File: src/rtl/inst_mem_loader.sv
// Byte-stream instruction memory loader: packs LE bytes into 32-bit words, writes them at +4 steps, stalls fetch while busy.
// Optional INST_LOADER_CHECKSUM_EN adds a trailing 4-byte checksum phase (CHECK state) and the chk_err output.
module inst_mem_loader #(
  parameter int ADDR_W = 32,
  parameter int CNT_W  = 16
) (
  input  logic              clock,
  input  logic              reset,
  input  logic              start,
  input  logic [ADDR_W-1:0] base_addr,
  input  logic [CNT_W-1:0]  word_count,
  input  logic              byte_valid,
  input  logic [7:0]        byte_data,
  output logic              byte_ready,
  output logic              mem_we,
  output logic [ADDR_W-1:0] mem_addr,
  output logic [31:0]       mem_wdata,
  output logic              stall_pipeline_o,
  output logic              busy,
  output logic              done,
`ifdef INST_LOADER_CHECKSUM_EN
  output logic              chk_err,
`endif
  output logic [CNT_W-1:0]  words_written
);

  typedef enum logic [2:0] {
    S_IDLE    = 3'd0,
    S_COLLECT = 3'd1,
    S_WRITE   = 3'd2,
    S_DONE    = 3'd3
`ifdef INST_LOADER_CHECKSUM_EN
   ,S_CHECK   = 3'd4
`endif
  } state_t;

  state_t            state_q, state_d;
  logic [1:0]        lane_q, lane_d;
  logic [31:0]       asm_q, asm_d;
  logic [ADDR_W-1:0] base_q, base_d;
  logic [ADDR_W-1:0] off_q, off_d;
  logic [ADDR_W-1:0] addr_q, addr_d;
  logic [31:0]       wdata_q, wdata_d;
  logic [CNT_W-1:0]  cnt_q, cnt_d;
  logic [CNT_W-1:0]  words_q, words_d;
`ifdef INST_LOADER_CHECKSUM_EN
  logic [31:0]       sum_q, sum_d;
  logic              chk_err_q, chk_err_d;
`endif

  logic              xfer;
  logic              last_lane;
  logic [31:0]       asm_new;
  logic [CNT_W-1:0]  words_inc;

  assign xfer      = byte_valid && byte_ready;
  assign last_lane = (lane_q == 2'd3);
  assign words_inc = words_q + CNT_W'(1);

  always_comb begin
    asm_new = asm_q;
    asm_new[{lane_q, 3'b000} +: 8] = byte_data;
  end

  // State register, plus the datapath registers it sequences.
  always_ff @(posedge clock) begin
    if (!reset) begin
      state_q   <= S_IDLE;
      lane_q    <= '0;
      asm_q     <= '0;
      base_q    <= '0;
      off_q     <= '0;
      addr_q    <= '0;
      wdata_q   <= '0;
      cnt_q     <= '0;
      words_q   <= '0;
`ifdef INST_LOADER_CHECKSUM_EN
      sum_q     <= '0;
      chk_err_q <= 1'b0;
`endif
    end else begin
      state_q   <= state_d;
      lane_q    <= lane_d;
      asm_q     <= asm_d;
      base_q    <= base_d;
      off_q     <= off_d;
      addr_q    <= addr_d;
      wdata_q   <= wdata_d;
      cnt_q     <= cnt_d;
      words_q   <= words_d;
`ifdef INST_LOADER_CHECKSUM_EN
      sum_q     <= sum_d;
      chk_err_q <= chk_err_d;
`endif
    end
  end

  // Next-state logic.
  always_comb begin
    state_d = state_q;
    case (state_q)
      S_IDLE: begin
        if (start) begin
          if (word_count == '0) begin
`ifdef INST_LOADER_CHECKSUM_EN
            state_d = S_CHECK;
`else
            state_d = S_DONE;
`endif
          end else begin
            state_d = S_COLLECT;
          end
        end
      end
      S_COLLECT: if (xfer && last_lane) state_d = S_WRITE;
      S_WRITE: begin
        if (words_inc == cnt_q) begin
`ifdef INST_LOADER_CHECKSUM_EN
          state_d = S_CHECK;
`else
          state_d = S_DONE;
`endif
        end else begin
          state_d = S_COLLECT;
        end
      end
`ifdef INST_LOADER_CHECKSUM_EN
      S_CHECK: if (xfer && last_lane) state_d = S_DONE;
`endif
      S_DONE:  state_d = S_IDLE;
      default: state_d = S_IDLE;
    endcase
  end

  // Datapath next-state; the output registers only load on the 4th byte so they hold between writes.
  always_comb begin
    lane_d    = lane_q;
    asm_d     = asm_q;
    base_d    = base_q;
    off_d     = off_q;
    addr_d    = addr_q;
    wdata_d   = wdata_q;
    cnt_d     = cnt_q;
    words_d   = words_q;
`ifdef INST_LOADER_CHECKSUM_EN
    sum_d     = sum_q;
    chk_err_d = chk_err_q;
`endif
    case (state_q)
      S_IDLE: begin
        if (start) begin
          base_d    = base_addr & ~ADDR_W'(3);
          cnt_d     = word_count;
          words_d   = '0;
          lane_d    = '0;
          asm_d     = '0;
          off_d     = '0;
`ifdef INST_LOADER_CHECKSUM_EN
          sum_d     = '0;
          chk_err_d = 1'b0;
`endif
        end
      end
      S_COLLECT: begin
        if (xfer) begin
          lane_d = lane_q + 2'd1;
          asm_d  = asm_new;
          if (last_lane) begin
            wdata_d = asm_new;
            addr_d  = base_q + off_q;
          end
        end
      end
      S_WRITE: begin
        words_d = words_inc;
        off_d   = off_q + ADDR_W'(4);
        lane_d  = '0;
`ifdef INST_LOADER_CHECKSUM_EN
        sum_d   = sum_q + wdata_q;
`endif
      end
`ifdef INST_LOADER_CHECKSUM_EN
      S_CHECK: begin
        if (xfer) begin
          lane_d = lane_q + 2'd1;
          asm_d  = asm_new;
          if (last_lane) chk_err_d = (sum_q != asm_new);
        end
      end
`endif
      default: ;
    endcase
  end

  // Outputs decoded from state.
  always_comb begin
    byte_ready = 1'b0;
    mem_we     = 1'b0;
    done       = 1'b0;
    busy       = (state_q != S_IDLE);
    case (state_q)
      S_COLLECT: byte_ready = 1'b1;
`ifdef INST_LOADER_CHECKSUM_EN
      S_CHECK:   byte_ready = 1'b1;
`endif
      S_WRITE:   mem_we     = 1'b1;
      S_DONE:    done       = 1'b1;
      default: ;
    endcase
  end

  assign stall_pipeline_o = busy;
  assign mem_addr         = addr_q;
  assign mem_wdata        = wdata_q;
  assign words_written    = words_q;
`ifdef INST_LOADER_CHECKSUM_EN
  assign chk_err          = chk_err_q;
`endif

endmodule

File: config.mk
export PLATFORM = sky130hd
export DESIGN_NAME = inst_mem_loader
export DESIGN_NICKNAME = d
export VERILOG_FILES = /design/src/rtl/inst_mem_loader.sv
export SDC_FILE = /design/constraint.sdc
export NUM_CORES = 1
export LEC_CHECK = 0
export ABC_AREA = 1
export CAP_MARGIN = 40
export CORE_UTILIZATION = 25
export CTS_BUF_LIST = sky130_fd_sc_hd__clkbuf_2
export CTS_CLUSTER_DIAMETER = 120
export CTS_CLUSTER_SIZE = 24
export DETAILED_ROUTE_END_ITERATION = 12
export SLEW_MARGIN = 25
export SYNTH_ARGS = -nofsm -noshare
export SYNTH_HDL_FRONTEND = slang
export SYNTH_SLANG_ARGS = --single-unit
File: constraint.sdc
create_clock -name clock -period 2.35 [get_ports clock]
set_input_delay 0.3525 -clock clock [delete_from_list [all_inputs] [get_ports clock]]
set_output_delay 0.3525 -clock clock [all_outputs]
set_load 0.02 [all_outputs]
==> flow_metrics.env, run 1 <==
export IMPL_synth_top_area_share_pct=36.11
export IMPL_hold_violations=0
export IMPL_rows=74
export IMPL_die_h_um=207.3
export IMPL_setup_ws_ps=126.0
export IMPL_core_area_um2=41200
export IMPL_clk_pin_slew_ps=290
export IMPL_dieArea_um2=42960
export IMPL_p_sw_mw=2.063
export IMPL_drc=0
export IMPL_swShare_pct=33.20
export IMPL_dp_hpwl_um=25750
export IMPL_clock_power_share_pct=26.9
export IMPL_vias_per_cell=4.726
export IMPL_cp_end_kind="flip-flop"
export IMPL_port_buffer_count=140
export IMPL_ys_flop_type="dfxtp_1"
export IMPL_placed_cell_area_um2=12610
export IMPL_final_cell_mix="nand2_1, dfxtp_1, inv_1, nor2_1, a21oi_1"
export IMPL_max_slew_margin_pct=57.35
export IMPL_grt_total_usage_pct=16.23
export IMPL_areaGrowthSynthToFinish_pct=24.55
export IMPL_comb_power_share_pct=17.9
export IMPL_fin_skew_ps=49.65
export IMPL_critPathRequiredTime_ps=3190
export IMPL_fin_nets=1809
export IMPL_netlist_instances=1544
export IMPL_sequentialPowerShare_pct=55.2
export IMPL_dp_cells=2188
export IMPL_finalMaxSlewViolations=0
export IMPL_max_stage_delay_ps=410
export IMPL_path_class="reg2reg"
export IMPL_pre_cts_ws_ps=186.7
export IMPL_cts_made_buffers=17
export IMPL_postLayoutCellArea_um2=13120
export IMPL_wl_per_cell_um=15.31
export IMPL_yosys_top_cells_area="dfxtp_1, nand2_1, a21oi_1"
export IMPL_layout_min_cycle_time_ps=2224
export IMPL_clock_fmax_ghz=0.4496
export IMPL_finalNonFillerCells=2256
export IMPL_maxCapViolations=0
export IMPL_crit_family="simple AND/OR/NAND/NOR gates"
export IMPL_cts_root_buf="clkbuf_2"
export IMPL_initial_core_util_pct=25.57
export IMPL_critical_path_slowest_cell="fa_1"
export IMPL_worstSkewPairLatency_ps=910
export IMPL_die_width_um=207.3
export IMPL_ys_ff_latch=190
export IMPL_synth_seq_area_share_pct=36.11
export IMPL_wl_um=34550
export IMPL_layout_drive_gt1_share_pct=7.139
export IMPL_fillers=4481
export IMPL_setup_viol=0
export IMPL_async_flop_share_pct=0
export IMPL_antenna_found_initial=1
export IMPL_ys_types=50
export IMPL_power_density_nw_per_um2=473.5
export IMPL_ir_worst_vdd_mv=0.3204
export IMPL_path_cells="ha_1 -> fa_1 -> nand3_1 -> nand3_1 -> nand3_1 -> nand2_1 -> nand2_1 -> nand2_1 -> nand2_1 -> nand2_1 -> xor2_1 -> o21bai_1 -> inv_1"
export IMPL_synth_area_leader_cell="dfxtp_1"
export IMPL_internal_power_mw=4.150
export IMPL_final_common_cell="nand2_1"
export IMPL_avgSynthCellArea_um2=6.822
export IMPL_grt_pass1_vias=10209
export IMPL_syn_cell_area_um2=10530
export IMPL_first_pass_iters=4
export IMPL_gr_total_overflow=0
export IMPL_fin_tns_setup_ps=0
export IMPL_grt_pass1_wl_um=55350
export IMPL_worst_slew_pin_slew_ps=639.8
export IMPL_gp_congestion=0.8819
export IMPL_cts_tree="built"
export IMPL_crit_path_frequent_cell="nand2_1"
export IMPL_startpoint_type="flip-flop"
export IMPL_drt_iter0_markers=600
export IMPL_p_leak_nw=5.780
export IMPL_cts_max_level=4
export IMPL_multi_input_area_um2=5774
export IMPL_grt_max_degree=86
export IMPL_synth_warnings=0
export IMPL_clock_sinks=190
export IMPL_pin_count=145
export IMPL_grt_setup_unrepaired="no"
export IMPL_vias=10662
export IMPL_synth_edf_count=0
export IMPL_hold_class="in2reg"
export IMPL_drtAntennaViolNets=0
export IMPL_period_share_pct=94.64
export IMPL_seqCellArea_um2=3827
export IMPL_outcome="finished, final reports clean"
export IMPL_clockBufferDepth=2
export IMPL_worst_path_buf_inv=1
export IMPL_arrival_ps=3070
export IMPL_critical_path_max_fanout=3
==> cell families after synthesis <==
kind of cell | synth area share (%)
simple gates | 28.59
other cells | 0.03560
fa+ha+maj | 4.585
xor+xnor | 1.746
compound gates | 19.66
flops | 36.11
buf+inv | 9.277
==> worst register-to-register path: stages, from the launching register on <==
cell and delay (ps):
dfxtp_1 380, ha_1 250, fa_1 410, nand3_1 90, nand3_1 130, nand3_1 130, nand2_1 80, nand2_1 90
nand2_1 120, nand2_1 80, nand2_1 60, xor2_1 160, o21bai_1 130, inv_1 50
==> registers in the layout, indices dropped and copies added (netlist names), 16 cells and up <==
name,flops
mem_wdata,32
mem_addr,30
words_written,16
cnt_q,16
off_q,30
base_q,30
asm_q,32
==> per-layer routing <==
metal	track usage, %	up-vias	part of all wire (%)
met5	0	-	0
li1	-	5438	-
met4	5.713	0	1.9
met2	25.22	264	44
met1	22.13	4927	49
met3	3.389	33	5.4
==> area by class of cell <==
type,count,share of cell area (%)
timing repair buffer,208,14.85
tap,532,5.073
inverter,183,5.236
sequential,190,29.17
clock buffer,17,0.6485
antenna,1,0.01907
clock inverter,14,0.9918
multi-input combinational,1111,44.01
==> timing repair <==
item                                    CTS  global route
pin swaps                                 0             1
endpoints found under the setup margin   83             7
setup buffers                             0             1
hold buffers                             35             0
cloned                                    0             0
gates resized for setup                 110             8
hold endpoints to repair                129             0
==> power by group through the flow <==
| stage | combinational, mW | sequential, mW | clock (mW) |
|---|---|---|---|
| floorplan | 0.628 | 3.47 | 0 |
| global placement | 1.07 | 3.49 | 0 |
| detailed placement | 1.07 | 3.49 | 0 |
| CTS | 1.12 | 3.43 | 1.76 |
| global route | 1.24 | 3.45 | 1.88 |
| finish | 1.11 | 3.43 | 1.67 |
==> synth_stat cells, drive strengths merged (15+ instances only) <==
| cell | n |
|---|---|
| ha | 37 |
| a21oi | 151 |
| nand3 | 90 |
| xor2 | 16 |
| nor2 | 173 |
| o21bai | 15 |
| nand2 | 348 |
| buf | 24 |
| o21ai | 124 |
| dfxtp | 190 |
| nor3 | 26 |
| nand4 | 28 |
| clkbuf | 37 |
| o21a | 18 |
| inv | 179 |
==> worst paths after layout <==
path	start	end	slack [ps]	cells after the start
worst max register to register	base_q[2]	mem_addr[22]	130	13
worst max-delay path	base_q[2]	mem_addr[22]	130	13
worst min-delay path	base_addr[24]	base_q[24]	100	3
worst min register to register	cnt_q[15]	cnt_q[15]	480	2
==> stage by stage <==
step	hold WS (ps)	power (mW)	util, %
6_report	98.32	6.212	31.84
5_1_grt	23.59	6.565	31.84
4_1_cts	8.143	6.306	31.80
3_5_place_dp	458.5	4.561	30.61
3_3_place_gp	451.5	4.552	30.61
2_1_floorplan	444.1	4.098	-
No activity file was read; power rests on OpenSTA's default activity.
==> inputs of run 2 (changes only) <==
CELL_PAD_IN_SITES_DETAIL_PLACEMENT = 0   (was not set)
CELL_PAD_IN_SITES_GLOBAL_PLACEMENT = 1   (was not set)
PLACE_DENSITY_LB_ADDON = 0.1   (was not set)
==> flow_metrics.env, run 2 (synthesized netlist as in run 1, its figures left out) <==
export IMPL_port_buffer_count=140
export IMPL_die_width_um=207.3
export IMPL_die_h_um=207.3
export IMPL_fin_skew_ps=51.49
export IMPL_path_class="reg2out"
export IMPL_cts_root_buf="clkbuf_2"
export IMPL_internal_power_mw=4.236
export IMPL_dp_hpwl_um=27920
export IMPL_period_share_pct=94.12
export IMPL_wl_per_cell_um=16.37
export IMPL_first_pass_iters=5
export IMPL_clock_fmax_ghz=0.4521
export IMPL_final_common_cell="nand2_1"
export IMPL_rows=74
export IMPL_clockBufferDepth=2
export IMPL_hold_violations=0
export IMPL_grt_pass1_vias=10551
export IMPL_ir_worst_vdd_mv=0.2798
export IMPL_p_leak_nw=5.895
export IMPL_swShare_pct=34.54
export IMPL_finalNonFillerCells=2277
export IMPL_critical_path_max_fanout=5
export IMPL_fin_nets=1829
export IMPL_clock_power_share_pct=28.9
export IMPL_clock_sinks=190
export IMPL_layout_drive_gt1_share_pct=8.945
export IMPL_vias_per_cell=4.613
export IMPL_max_slew_margin_pct=54.62
export IMPL_setup_viol=0
export IMPL_antenna_found_initial=1
export IMPL_clk_pin_slew_ps=310
export IMPL_hold_class="in2reg"
export IMPL_outcome="finished, final reports clean"
export IMPL_grt_pass1_wl_um=59170
export IMPL_gr_total_overflow=0
export IMPL_post_cts_buffers=0
export IMPL_grt_setup_unrepaired="yes"
export IMPL_drt_iter0_markers=421
export IMPL_maxCapViolations=0
export IMPL_core_area_um2=41200
export IMPL_comb_power_share_pct=18.2
export IMPL_vias=10503
export IMPL_cts_max_level=4
export IMPL_startpoint_type="flip-flop"
export IMPL_cp_end_kind="output port"
export IMPL_cts_made_buffers=17
export IMPL_arrival_ps=1860
export IMPL_pin_count=145
export IMPL_grt_total_usage_pct=17.67
export IMPL_worstSkewPairLatency_ps=940
export IMPL_p_sw_mw=2.235
export IMPL_dieArea_um2=42960
export IMPL_cts_tree="built"
export IMPL_sequentialPowerShare_pct=52.9
export IMPL_final_util_pct=32.45
export IMPL_final_cell_mix="nand2_1, inv_1, dfxtp_1, nor2_1, a21oi_1"
export IMPL_gp_congestion=0.8518
export IMPL_power_density_nw_per_um2=484.0
export IMPL_drc=0
export IMPL_layout_min_cycle_time_ps=2212
export IMPL_finalMaxSlewViolations=0
export IMPL_dp_cells=2204
export IMPL_worst_slew_pin_slew_ps=675.8
export IMPL_grt_max_degree=50
export IMPL_drtAntennaViolNets=0
export IMPL_wl_um=37280
export IMPL_initial_core_util_pct=25.57
export IMPL_areaGrowthSynthToFinish_pct=26.93
export IMPL_critPathRequiredTime_ps=2000
[run 2: worst max-delay path: stages, from the launching register on]
cell	delay, ps
dfxtp_4	450
nor2_1	170
inv_2	90
clkdlybuf4s15_2	260
[run 2: final timing paths]
kind,from,end,slack [ps],cells after the start
worst max register to register,off_q[27],mem_addr[30],210,8
worst min register to register,asm_q[6],asm_q[6],480,2
worst max-delay path,state_q[1],busy,140,3
worst min-delay path,base_addr[2],base_q[2],120,3
[run 2: per-stage QoR]
stage	hold WS, ps	power (mW)	TNS [ps]	cell area [um^2]	setup slack [ps]
floorplan	444.1	4.098	0	10540	317.6
global placement	451.6	4.638	0	12750	198.5
detailed placement	457.0	4.633	0	12750	189.5
CTS	5.911	6.612	-16.01	13340	-13.34
global route	8.056	6.862	-133.2	13370	-46.55
finish	116.9	6.471	0	13370	138.3
[run 2: cell type report]
cell class | count | area [um^2]
Inverter | 183 | 686.9
Clock inverter | 15 | 176.4
Antenna cell | 1 | 2.502
Sequential cell | 190 | 3844
Clock buffer | 17 | 85.08
Fill cell | 4560 | 27830
Tap cell | 532 | 665.6
Timing Repair Buffer | 228 | 2122
Multi-Input combinational cell | 1111 | 5788
[run 2: routing by layer]
layer	track usage [%]	routed length [um]	vias up
met5	0	0	-
met4	4.272	470	0
met3	3.631	1561	29
met2	26.86	15830	172
met1	25.32	19420	4830
li1	-	-	5472
[run 2: repair_timing]
action | 4_1_cts | 5_1_grt
endpoints found under the hold margin | 78 | 0
endpoints found under the setup margin | 83 | 11
hold buffers | 40 | 0
pin swaps | 0 | 0
resized for setup | 120 | 13
[run 2: power by group through the flow]
stage	registers [mW]	logic (mW)	clock network (mW)
after floorplan	3.47	0.628	0
after CTS	3.43	1.20	1.99
final	3.42	1.18	1.87
after global routing	3.44	1.32	2.10
after global placement	3.48	1.16	0
after detailed placement	3.48	1.15	0
==> RTL change 1: new RTL, settings of run 2 <==
Set the parameter `ADDR_W` to 48 (it was 32).
--- a/src/rtl/inst_mem_loader.sv
+++ b/src/rtl/inst_mem_loader.sv
@@ -1,7 +1,7 @@
 // Byte-stream instruction memory loader: packs LE bytes into 32-bit words, writes them at +4 steps, stalls fetch while busy.
 // Optional INST_LOADER_CHECKSUM_EN adds a trailing 4-byte checksum phase (CHECK state) and the chk_err output.
 module inst_mem_loader #(
-  parameter int ADDR_W = 32,
+  parameter int ADDR_W = 48,
   parameter int CNT_W  = 16
 ) (
   input  logic              clock,
Ports: changed (resized base_addr and mem_addr); port bits go from 145 to 177. The function was not compared with the original's and may differ.
==> RTL change 1 against run 2 <==
Power grew 19%; synthesized area is 34% higher; critical path depth increased by 1; sequential cell count increased by 48; via count rose by 45%; sequential power up 27%; routed wire length rose by 50%; utilization rose by 2.5 points; worst setup slack got worse by 0.064 ns; cell area grew 45%; largest cell class unchanged; largest power group unchanged.
==> RTL change 1: results (changes against run 2) <==
\begin{tabular}{lr}
\hline
Metric & Value \\
\hline
\multicolumn{2}{l}{\textbf{Route}} \\
\quad Met1 WL & 26.1 mm (was 19.4 mm) \\
\quad Drt initial violations & 765 (was 421) \\
\quad WL/cell & 17.1 µm (was 16.4 µm) \\
\quad Met3 wire length & 2.12 mm (was 1.56 mm) \\
\quad Met2 routed WL & 26.5 mm (was 15.8 mm) \\
\multicolumn{2}{l}{\textbf{Yosys}} \\
\quad Leading post-synthesis cells by instance count & sky130\_fd\_sc\_hd\_\_nand2\_1 (473), sky130\_fd\_sc\_hd\_\_nor2\_1 (277), sky130\_fd\_sc\_hd\_\_inv\_1 (264), sky130\_fd\_sc\_hd\_\_dfxtp\_1 (238), sky130\_fd\_sc\_hd\_\_o21ai\_0 (183) (was sky130\_fd\_sc\_hd\_\_nand2\_1 (340), sky130\_fd\_sc\_hd\_\_dfxtp\_1 (190), sky130\_fd\_sc\_hd\_\_inv\_1 (172), sky130\_fd\_sc\_hd\_\_nor2\_1 (161), sky130\_fd\_sc\_hd\_\_a21oi\_1 (151)) \\
\quad Sequential element share of the synthesized area & 33.7\% (was 36.1\%) \\
\quad Compound-cell area share of the yosys netlist & 19.3\% (was 19.7\%) \\
\quad Count of cell types in the netlist & 52 (was 50) \\
\multicolumn{2}{l}{\textbf{Clock tree}} \\
\quad Inserted Clock Buffers & 15 (was 17) \\
\quad Maximum clock insertion buffer count & 3 (was 2) \\
\quad \# H-tree levels & 1 (was 4) \\
\quad Worst skew pair latency & 1.08 ns (was 0.94 ns) \\
\multicolumn{2}{l}{\textbf{Global routing}} \\
\quad GR Util met2 & 33.0\% (was 26.9\%) \\
\quad Maximum number of pins on one net before global-route repair & 81 (was 50) \\
\quad Met3 track demand over resource in global routing & 2.17\% (was 3.63\%) \\
\quad Global-route usage over all layers & 19.1\% (was 17.7\%) \\
\quad Met1 Track Usage GR & 25.6\% (was 25.3\%) \\
\multicolumn{2}{l}{\textbf{Placement}} \\
\quad Dpl ws & -0.0206 ns (was 0.189 ns) \\
\quad Buffers added on ports & 172 (was 140) \\
\quad HPWL Detailed & 43.5 mm (was 27.9 mm) \\
\quad DP Cell Count & 3138 (was 2204) \\
\multicolumn{2}{l}{\textbf{Power and ir drop}} \\
\quad IR drop worst, VDD & 393 µV (was 280 µV) \\
\quad Leakage dissipation & 8.40 nW (was 5.89 nW) \\
\multicolumn{2}{l}{\textbf{Worst setup path}} \\
\quad Critical Path Fanout Max & 3 (was 5) \\
\multicolumn{2}{l}{\textbf{Outcome}} \\
\quad Result of the run & finished clean (unchanged) \\
\multicolumn{2}{l}{\textbf{Layout}} \\
\quad Share of cells above drive strength 1 & 17.2\% (was 8.94\%) \\
\quad Number of nets in the layout & 2647 (was 1829) \\
\multicolumn{2}{l}{\textbf{STA}} \\
\quad Transition time of the tightest slew-check pin & 0.519 ns (was 0.676 ns) \\
\quad Setup skew after layout & 0.192 ns (was 0.0515 ns) \\
\hline
\end{tabular}
RTL change 1: kinds of logic (layout without fill, tap and decap cells):
kind of cell / Yosys count / count (layout)
AND/OR/NAND/NOR: 1012 / 1012
buffers and inverters: 350 / 707
flip-flops: 238 / 238
adder cells (fa/ha/maj): 54 / 54
other: 1 / 3
AO/OA/AOI/OAI: 482 / 482
XOR/XNOR: 26 / 26
RTL change 1: where the power goes:
| group | internal, mW | switching (mW) | leakage, nW |
|---|---|---|---|
| sequential | 4.20 | 0.130 | 1.97 |
| combinational | 0.674 | 0.941 | 6.33 |
| clock | 0.235 | 1.52 | 0.0950 |
| total | 5.11 | 2.59 | 8.40 |
RTL change 1: path summary, 6_finish.rpt:
| kind | depth (start not counted) | end | slack (ns) | from |
|---|---|---|---|---|
| worst min register to register | 2 | cnt_q[0] | 0.47 | cnt_q[0] |
| worst min-delay path | 4 | mem_wdata[2] | 0.17 | reset |
| worst max-delay path | 4 | busy | 0.07 | state_q[0] |
| worst max register to register | 10 | mem_addr[35] | 0.09 | off_q[10] |
RTL change 1: what timing repair did:
item / CTS / global route
pin swaps: 7 / 20
endpoints found under the setup margin: 128 / 52
buffers inserted: 24 / 13
gates resized for setup: 282 / 141
endpoints found under the hold margin: 238 / 0
hold buffers: 73 / 0
RTL change 1: final cells by class:
| class | instances | area (µm²) | area share, % |
|---|---|---|---|
| diodes | 1 | 2.50 | 0.0129 |
| well taps | 748 | 936 | 4.83 |
| clock inverters | 6 | 65.1 | 0.336 |
| repair buffers | 415 | 3740 | 19.3 |
| flip-flops and latches | 238 | 4900 | 25.3 |
| multi-input cells | 1576 | 8640 | 44.6 |
| inverters | 271 | 1030 | 5.31 |
| clock buffers | 15 | 75.1 | 0.387 |
==> RTL change 2: new RTL, settings of run 2 <==
Without the edit above. The 4 states of `state_t` get a Gray code encoding in 2 bits.
--- a/src/rtl/inst_mem_loader.sv
+++ b/src/rtl/inst_mem_loader.sv
@@ -24,11 +24,11 @@
   output logic [CNT_W-1:0]  words_written
 );
 
-  typedef enum logic [2:0] {
-    S_IDLE    = 3'd0,
-    S_COLLECT = 3'd1,
-    S_WRITE   = 3'd2,
-    S_DONE    = 3'd3
+  typedef enum logic [1:0] {
+    S_IDLE    = 2'b00,
+    S_COLLECT = 2'b01,
+    S_WRITE   = 2'b11,
+    S_DONE    = 2'b10
 `ifdef INST_LOADER_CHECKSUM_EN
    ,S_CHECK   = 3'd4
 `endif
Function: same outputs for any inputs over 4 cycles, from zero or initial values and one cycle with reset low; so few cycles prove little.
==> RTL change 2 against run 2 <==
Cell area down 4.2%; die area down 3.8%; worst setup slack better by 0.023 ns; routed wire length is 5.5% lower; register-to-register slack worse by 0.05 ns; synthesized area decreased by 3.9%; synthesized cell count decreased by 7.7%; utilization fell by 0.28 points; hold slack improved by 0.0035 ns; power down 5.8%; non-clock buffer count is 12 lower; sequential cell count unchanged; critical path depth increased by 8; maximum frequency increased by 1.1%; critical endpoint is now mem_addr[21].
==> RTL change 2: results (changes against run 2) <==
\begin{tabular}{lr}
\hline
Metric & Value \\
\hline
\multicolumn{2}{l}{\textbf{Outcome}} \\
\quad Result of the run & finished clean (unchanged) \\
\multicolumn{2}{l}{\textbf{Layout}} \\
\quad Total area of multi-input combinational cells & 5570 µm² (was 5790 µm²) \\
\quad Multi-input combinational cell count & 1041 (was 1111) \\
\quad Number of nets in the layout & 1697 (was 1829) \\
\quad Share of cells above drive strength 1 & 9.12\% (was 8.94\%) \\
\quad Fraction of standard cell area that is sequential & 29.9\% (was 28.7\%) \\
\quad Fill cell total of the finished layout & 4476 (was 4560) \\
\quad Number of flip-flops and latches & 190 (unchanged) \\
\quad Nonclk inv count & 133 (was 183) \\
\multicolumn{2}{l}{\textbf{Route}} \\
\quad Vias per cell & 4.64 (was 4.61) \\
\quad Met3 wire length & 1.40 mm (was 1.56 mm) \\
\quad Wire length reported by the detailed router & 35.2 mm (was 37.3 mm) \\
\quad Drt initial violations & 515 (was 421) \\
\multicolumn{2}{l}{\textbf{Yosys}} \\
\quad Leading post-synthesis cells by instance count & sky130\_fd\_sc\_hd\_\_nand2\_1 (248), sky130\_fd\_sc\_hd\_\_nor2\_1 (200), sky130\_fd\_sc\_hd\_\_dfxtp\_1 (190), sky130\_fd\_sc\_hd\_\_a21oi\_1 (132), sky130\_fd\_sc\_hd\_\_o21ai\_0 (127) (was sky130\_fd\_sc\_hd\_\_nand2\_1 (340), sky130\_fd\_sc\_hd\_\_dfxtp\_1 (190), sky130\_fd\_sc\_hd\_\_inv\_1 (172), sky130\_fd\_sc\_hd\_\_nor2\_1 (161), sky130\_fd\_sc\_hd\_\_a21oi\_1 (151)) \\
\quad Avg Inst Size Synth & 7.11 µm² (was 6.82 µm²) \\
\quad Sequential element share of the synthesized area & 37.6\% (was 36.1\%) \\
\quad Parity-gate share of the synthesized area counting xor and xnor cells & 1.64\% (was 1.75\%) \\
\multicolumn{2}{l}{\textbf{Global routing}} \\
\quad Met1 Track Usage GR & 24.9\% (was 25.3\%) \\
\quad Global-route usage over all layers & 17.2\% (was 17.7\%) \\
\quad Wire length of the first global-routing pass & 54.9 mm (was 59.2 mm) \\
\quad Maximum number of pins on one net before global-route repair & 86 (was 50) \\
\quad Via count of the first global-routing pass & 9657 (was 10.6k) \\
\multicolumn{2}{l}{\textbf{Worst setup path}} \\
\quad Largest delay share family, worst path & simple AND/OR/NAND/NOR gates (was flip-flops) \\
\quad Crit path largest cell delay & 0.41 ns (was 0.45 ns) \\
\multicolumn{2}{l}{\textbf{STA}} \\
\quad Highest achievable clock rate & 0.457 GHz (was 0.452 GHz) \\
\multicolumn{2}{l}{\textbf{Power and ir drop}} \\
\quad Leakage dissipation & 5.59 nW (was 5.89 nW) \\
\multicolumn{2}{l}{\textbf{Clock tree}} \\
\quad Worst skew pair latency & 0.87 ns (was 0.94 ns) \\
\hline
\end{tabular}
-- RTL change 2: cell types whose count changed after synthesis, sizes merged, moves of 19 or more --
| cell | run 2 | this run |
|---|---|---|
| nand3 | 90 | 69 |
| nand2 | 348 | 254 |
| a2bb2oi | 0 | 24 |
| a21oi | 151 | 132 |
| inv | 179 | 129 |
| nor2 | 173 | 213 |
-- RTL change 2: repair_timing --
| item | 4_1_cts | 5_1_grt |
|---|---|---|
| hold endpoints to repair | 56 | 2 |
| gates resized for setup | 100 | 24 |
| endpoints found under the setup margin | 76 | 16 |
| buffers inserted | 0 | 3 |
| pin swaps | 0 | 1 |
| hold buffers | 29 | 2 |
-- RTL change 2: metrics by stage --
step                instance area [µm²]  power (mW)
floorplan                         10100        3.90
global placement                  12300        4.27
detailed placement                12300        4.27
CTS                               12700        6.23
global route                      12800        6.44
finish                            12800        6.09
-- RTL change 2: worst min-delay path by stage --
stage,start,to,slack [ns]
2_1_floorplan,asm_q[0],asm_q[0],0.44
3_3_place_gp,asm_q[3],asm_q[3],0.45
3_5_place_dp,mem_addr[2],mem_addr[2],0.46
4_1_cts,base_addr[6],base_q[6],0.001
5_1_grt,word_count[13],cnt_q[13],0.009
6_report,word_count[4],cnt_q[4],0.12
-- RTL change 2: power by group --
part	switching [mW]	internal (mW)
clock network	1.33	0.514
logic	0.530	0.337
registers	0.0570	3.32
total	1.92	4.17
-- RTL change 2: cells by family (layout without fill, tap and decap cells) --
kind of cell,Yosys count,count (layout)
XOR/XNOR,19,19
other,1,3
buffers and inverters,195,380
AND/OR/NAND/NOR,612,612
adder cells (fa/ha/maj),38,38
flip-flops,190,190
AO/OA/AOI/OAI,370,370
